--- config.mk ---
export PLATFORM = sky130hd
export DESIGN_NAME = switch_conditioner
export DESIGN_NICKNAME = d
export VERILOG_FILES = /design/src/rtl/led_ctrl_pkg.sv /design/src/rtl/switch_debounce_bit.sv /design/src/rtl/switch_conditioner.sv
export SDC_FILE = /design/constraint.sdc
export NUM_CORES = 1
export LEC_CHECK = 0
export BUFFER_PORTS_ARGS = -buffer_cell sky130_fd_sc_hd__buf_2
export CAP_MARGIN = 15
export CORE_MARGIN = 3
export CORE_UTILIZATION = 43
export DETAILED_ROUTE_END_ITERATION = 8
export HOLD_SLACK_MARGIN = 0.06
export SYNTH_ARGS = -nofsm -noshare
export SYNTH_HDL_FRONTEND = slang
export SYNTH_HIERARCHICAL = 1
export SYNTH_SLANG_ARGS = --single-unit
--- constraint.sdc ---
create_clock -name Mhz100Clock -period 3.2 [get_ports Mhz100Clock]
set_input_delay 0.32 -clock Mhz100Clock [delete_from_list [all_inputs] [get_ports Mhz100Clock]]
set_output_delay 0.32 -clock Mhz100Clock [all_outputs]
set_load 0.005 [all_outputs]
--- src/rtl/led_ctrl_pkg.sv ---
// Shared switch-field layout and mode encodings for the LED controller.
// The pattern engine imports the same definitions.
package led_ctrl_pkg;

    localparam int SWITCH_WIDTH = 4;

    localparam int MODE_LSB  = 0;
    localparam int MODE_MSB  = 1;
    localparam int SPEED_BIT = 2;
    localparam int DIR_BIT   = 3;

    typedef enum logic [1:0] {
        MODE_BLINK  = 2'b00,
        MODE_COUNT  = 2'b01,
        MODE_BOUNCE = 2'b10,
        MODE_FILL   = 2'b11
    } mode_e;

endpackage

--- src/rtl/switch_debounce_bit.sv ---
// One switch bit: two-flop synchroniser followed by a persistence counter.
// load flags the edge on which clean takes the synchronised value.
module switch_debounce_bit #(
    parameter int DEBOUNCE_CYCLES = 1_000_000
) (
    input  logic Mhz100Clock,
    input  logic ResetN,
    input  logic raw,
    output logic clean,
    output logic load
);

    localparam int CW = $clog2(DEBOUNCE_CYCLES + 1);
    localparam logic [CW-1:0] CNT_LAST = CW'(DEBOUNCE_CYCLES - 1);

    logic          sync1;
    logic          sync2;
    logic [CW-1:0] cnt;

    assign load = (sync2 != clean) && (cnt == CNT_LAST);

    always_ff @(posedge Mhz100Clock or negedge ResetN) begin
        if (!ResetN) begin
            sync1 <= 1'b0;
            sync2 <= 1'b0;
            clean <= 1'b0;
            cnt   <= '0;
        end else begin
            sync1 <= raw;
            sync2 <= sync1;
            // Any return to the accepted level throws away the partial count.
            if (sync2 == clean) begin
                cnt <= '0;
            end else if (load) begin
                clean <= sync2;
                cnt   <= '0;
            end else begin
                cnt <= cnt + CW'(1);
            end
        end
    end

endmodule

--- src/rtl/switch_conditioner.sv ---
// Switch front end: debounced switch bus, mode-change pulse and a step
// strobe whose period follows the speed switch.
module switch_conditioner
    import led_ctrl_pkg::*;
#(
    parameter int DEBOUNCE_CYCLES = 1_000_000,
    parameter int SLOW_PERIOD     = 50_000_000,
    parameter int FAST_PERIOD     = 25_000_000
) (
    input  logic                    Mhz100Clock,
    input  logic                    ResetN,
    input  logic [SWITCH_WIDTH-1:0] SwitchRaw,
    output logic [SWITCH_WIDTH-1:0] SwitchClean,
    output logic                    ModeChange,
    output logic                    Tick
);

    localparam int TW = $clog2(SLOW_PERIOD);
    localparam logic [TW-1:0] SLOW_LAST = TW'(SLOW_PERIOD - 1);
    localparam logic [TW-1:0] FAST_LAST = TW'(FAST_PERIOD - 1);
    // Direction only steers the pattern; it never restarts the step timer.
    localparam logic [SWITCH_WIDTH-1:0] RESTART_MASK = ~(SWITCH_WIDTH'(1) << DIR_BIT);

    logic [SWITCH_WIDTH-1:0] load;
    logic                    mode_upd_p0;
    logic                    mode_upd_p1;
    logic                    restart;
    logic [TW-1:0]           tick_cnt;
    logic [TW-1:0]           tick_last;

    for (genvar i = 0; i < SWITCH_WIDTH; i++) begin : g_bit
        switch_debounce_bit #(
            .DEBOUNCE_CYCLES(DEBOUNCE_CYCLES)
        ) u_bit (
            .Mhz100Clock(Mhz100Clock),
            .ResetN     (ResetN),
            .raw        (SwitchRaw[i]),
            .clean      (SwitchClean[i]),
            .load       (load[i])
        );
    end

    assign mode_upd_p0 = |load[MODE_MSB:MODE_LSB];
    assign restart     = |(load & RESTART_MASK);
    assign tick_last   = SwitchClean[SPEED_BIT] ? FAST_LAST : SLOW_LAST;

    // p0 -> p1: mode update seen on the clean edge, pulse one edge later
    always_ff @(posedge Mhz100Clock or negedge ResetN) begin
        if (!ResetN) begin
            mode_upd_p1 <= 1'b0;
            ModeChange  <= 1'b0;
        end else begin
            mode_upd_p1 <= mode_upd_p0;
            ModeChange  <= mode_upd_p1;
        end
    end

    // Restart has priority so a stale count from the slow period never fires.
    always_ff @(posedge Mhz100Clock or negedge ResetN) begin
        if (!ResetN) begin
            tick_cnt <= '0;
            Tick     <= 1'b0;
        end else if (restart) begin
            tick_cnt <= '0;
            Tick     <= 1'b0;
        end else if (tick_cnt == tick_last) begin
            tick_cnt <= '0;
            Tick     <= 1'b1;
        end else begin
            tick_cnt <= tick_cnt + TW'(1);
            Tick     <= 1'b0;
        end
    end

endmodule

==> summary.md <==
| Metric | Value |
|---|---|
| CP cell instances | `or4b_1, or4_4, a2111oi_4, buf_4, nor2b_1` |
| Global-route wire length before repair | `20740 um` |
| TritonCTS clock tree | `done` |
| Final period utilization | `78.87%` |
| WP data arrival | `2.86 ns` |
| Ant diodes | `0` |
| CTS Hold Bufs | `5` |
| Worst Path Buf+Inv | `1` |
| Setup Viol. Count Final | `0` |
| Post-Synthesis Net Count | `625` |
| I/O pins | `12` |
| FP Rows | `42` |
| Syn Std Cell Area | `0.006013 mm^2` |
| Delay-heaviest family, CP | `simple AND/OR/NAND/NOR gates` |
| Fin Clk Skew | `0.007689 ns` |
| Worst Hold Class | `flop to flop` |
| Final wirelength | `11740 um` |
| Synth Instances | `613` |
| Grt met1 use | `21.06%` |
| Placeable Area | `0.01345 mm^2` |
| Critical path's slowest cell | `a2111oi_4` |
| Max Slew Vio Count | `0` |
| DR vias/cell | `5.588` |
| Post-layout util | `51.18%` |
| Worst flop-to-flop path startpoint | `tick_cnt[10]` |
| Fillcell total | `1243` |
| Initial DRT Pass Iterations | `4` |
| Syn-to-layout area delta | `14.50%` |
| Post-route setup slack | `0.6763 ns` |
| Pwr Density | `524.7 mW/mm^2` |
| Sink Count | `121` |
| Minimum clock period | `2.524 ns` |
| Via Count | `4560` |
| Die height | `124.3 um` |
| Vias in the first global route | `4532` |
| Share of layout cells above drive strength 1 | `12.19%` |
| Clock Latency Late Sink | `0.42 ns` |
| VDD IR-drop max | `382.3 uV` |
| Initial antenna violation count | `0` |
| CTS buffer count | `17` |
| CP max FO | `10` |
| Remaining Overflow, GRT | `0` |
| Max_slew headroom | `48.19%` |
| Avg Cell Area, Syn | `9.810 um^2` |
| Gpl congestion | `0.8294` |
| Post-placement setup slack | `0.6832 ns` |
| Pin count of the biggest net entering global routing | `90` |
| Beginning of the worst hold path | `g_bit[2].u_bit/sync1` |
| Measured slew at the worst slew-check pin | `0.7755 ns` |
| Worst path required time | `3.54 ns` |
| Pleak | `2.688 nW` |
| Fmax | `0.3962 GHz` |
| H-Tree Depth | `4` |
| Ys Warns | `6` |
| Post-DRT Antenna Nets | `0` |
| Clock-pin slew on the worst setup and hold paths | `0.05 ns` |
| Nets | `640` |
| Slowest cell delay on critical path | `0.60 ns` |
| Die width | `124.3 um` |
| Clock tree buffer depth | `2` |
| Met2 usage | `25.35%` |
| CP Class | `flop to flop` |
| Final HPWL DP | `7791 um` |
| DRC Markers | `0` |
| Crit path capture type | `flop` |
| Critical Path Source | `tick_cnt[10]` |
| Max Cap Violations | `0` |
| Startpoint Class | `flop` |
| WL/cell | `14.39 um` |
| GRT Resource Usage Total | `16.13%` |
| Gr busiest metal | `met2` |
| Die area | `0.01544 mm^2` |
| Buffers on Ports | `11` |
| DRT iter0 DRCs | `290` |
| CTS resizes | `0` |
| Setup tns final | `0 ns` |
| Root buffer cell | `clkbuf_16` |
| GRT met3 Usage | `5.017%` |
| RSZ-0062 raised after global routing | `no` |
| Endpoints failing hold | `0` |
| Status | `finished, final reports clean` |
| Starting density of the core | `44.70%` |
| Post-CTS Setup Bufs | `0` |
worst reg2reg max path, stage by stage, from the launching register on:
cell and delay, ns:
dfrtp_1 0.43, or4b_1 0.53, or4_4 0.44, a2111oi_4 0.60, buf_4 0.28, nor2b_1 0.16
placed cells by master (no fill, tap or decap), drive strengths merged, types with 24 or more instances in the layout:
cell / count
or4: 31
xnor2: 34
nand2: 24
or3: 24
a21oi: 33
inv: 26
nand3: 47
dfrtp: 121
nor2: 63
nor3: 24
where the power goes:
| part | internal (W) | leakage [nW] | total (W) | switching [W] |
|---|---|---|---|---|
| Clock | 0.00131 | 0.294 | 0.00196 | 0.000647 |
| Sequential | 0.00155 | 1.65 | 0.00157 | 0.0000178 |
| Combinational | 0.0000270 | 0.747 | 0.0000872 | 0.0000602 |
| Total | 0.00289 | 2.69 | 0.00361 | 0.000725 |
registers in the layout, summed over array words and instances, names as in the netlist:
name / flops
g_bit.u_bit/sync2: 4
tick_cnt: 26
g_bit.u_bit/sync1: 4
g_bit.u_bit/cnt: 80
g_bit.u_bit/clean: 4
mode_upd_p1: 1
ModeChange: 1
Tick: 1
cell type report:
cell class                      count  area [um^2]  area share (%)
Timing Repair Buffer               24        180.2           2.617
Multi-Input combinational cell    438         2758           40.05
Sequential cell                   121         3028           43.98
Clock inverter                      9        147.6           2.144
Tap cell                          176        220.2           3.198
Clock buffer                       22        454.2           6.596
Inverter                           26        97.59           1.417
path summary, 6_finish.rpt:
path	depth (start not counted)	end	slack [ns]
hold / removal	0	g_bit[2].u_bit/sync2	0.35
max in group asynchronous	3	g_bit[2].u_bit/cnt[15]	1.97
hold reg to reg	0	g_bit[2].u_bit/sync2	0.35
setup / recovery	5	Tick	0.68
setup reg to reg	5	Tick	0.68
min in group asynchronous	2	g_bit[3].u_bit/cnt[17]	0.40
stage by stage:
step                cells  total power, W  hold WS [ns]  cell area [um^2]
floorplan             613        0.001627       0.02441              6013
global placement      780        0.001676        0.3075              6233
detailed placement    780        0.001679        0.3144              6233
CTS                   816        0.003657        0.3476              6885
global route          816        0.003749        0.3541              6885
finish                816        0.003613        0.3481              6885
per-layer routing:
layer / vias up / part of all wire, % / wire length [um]
met5: - / 0 / 0
met4: 0 / 1.6 / 182
met3: 19 / 3.6 / 421
met2: 61 / 46 / 5457
met1: 2243 / 48 / 5677
li1: 2237 / - / -
Note: power is estimated with default switching activity, not from simulation.
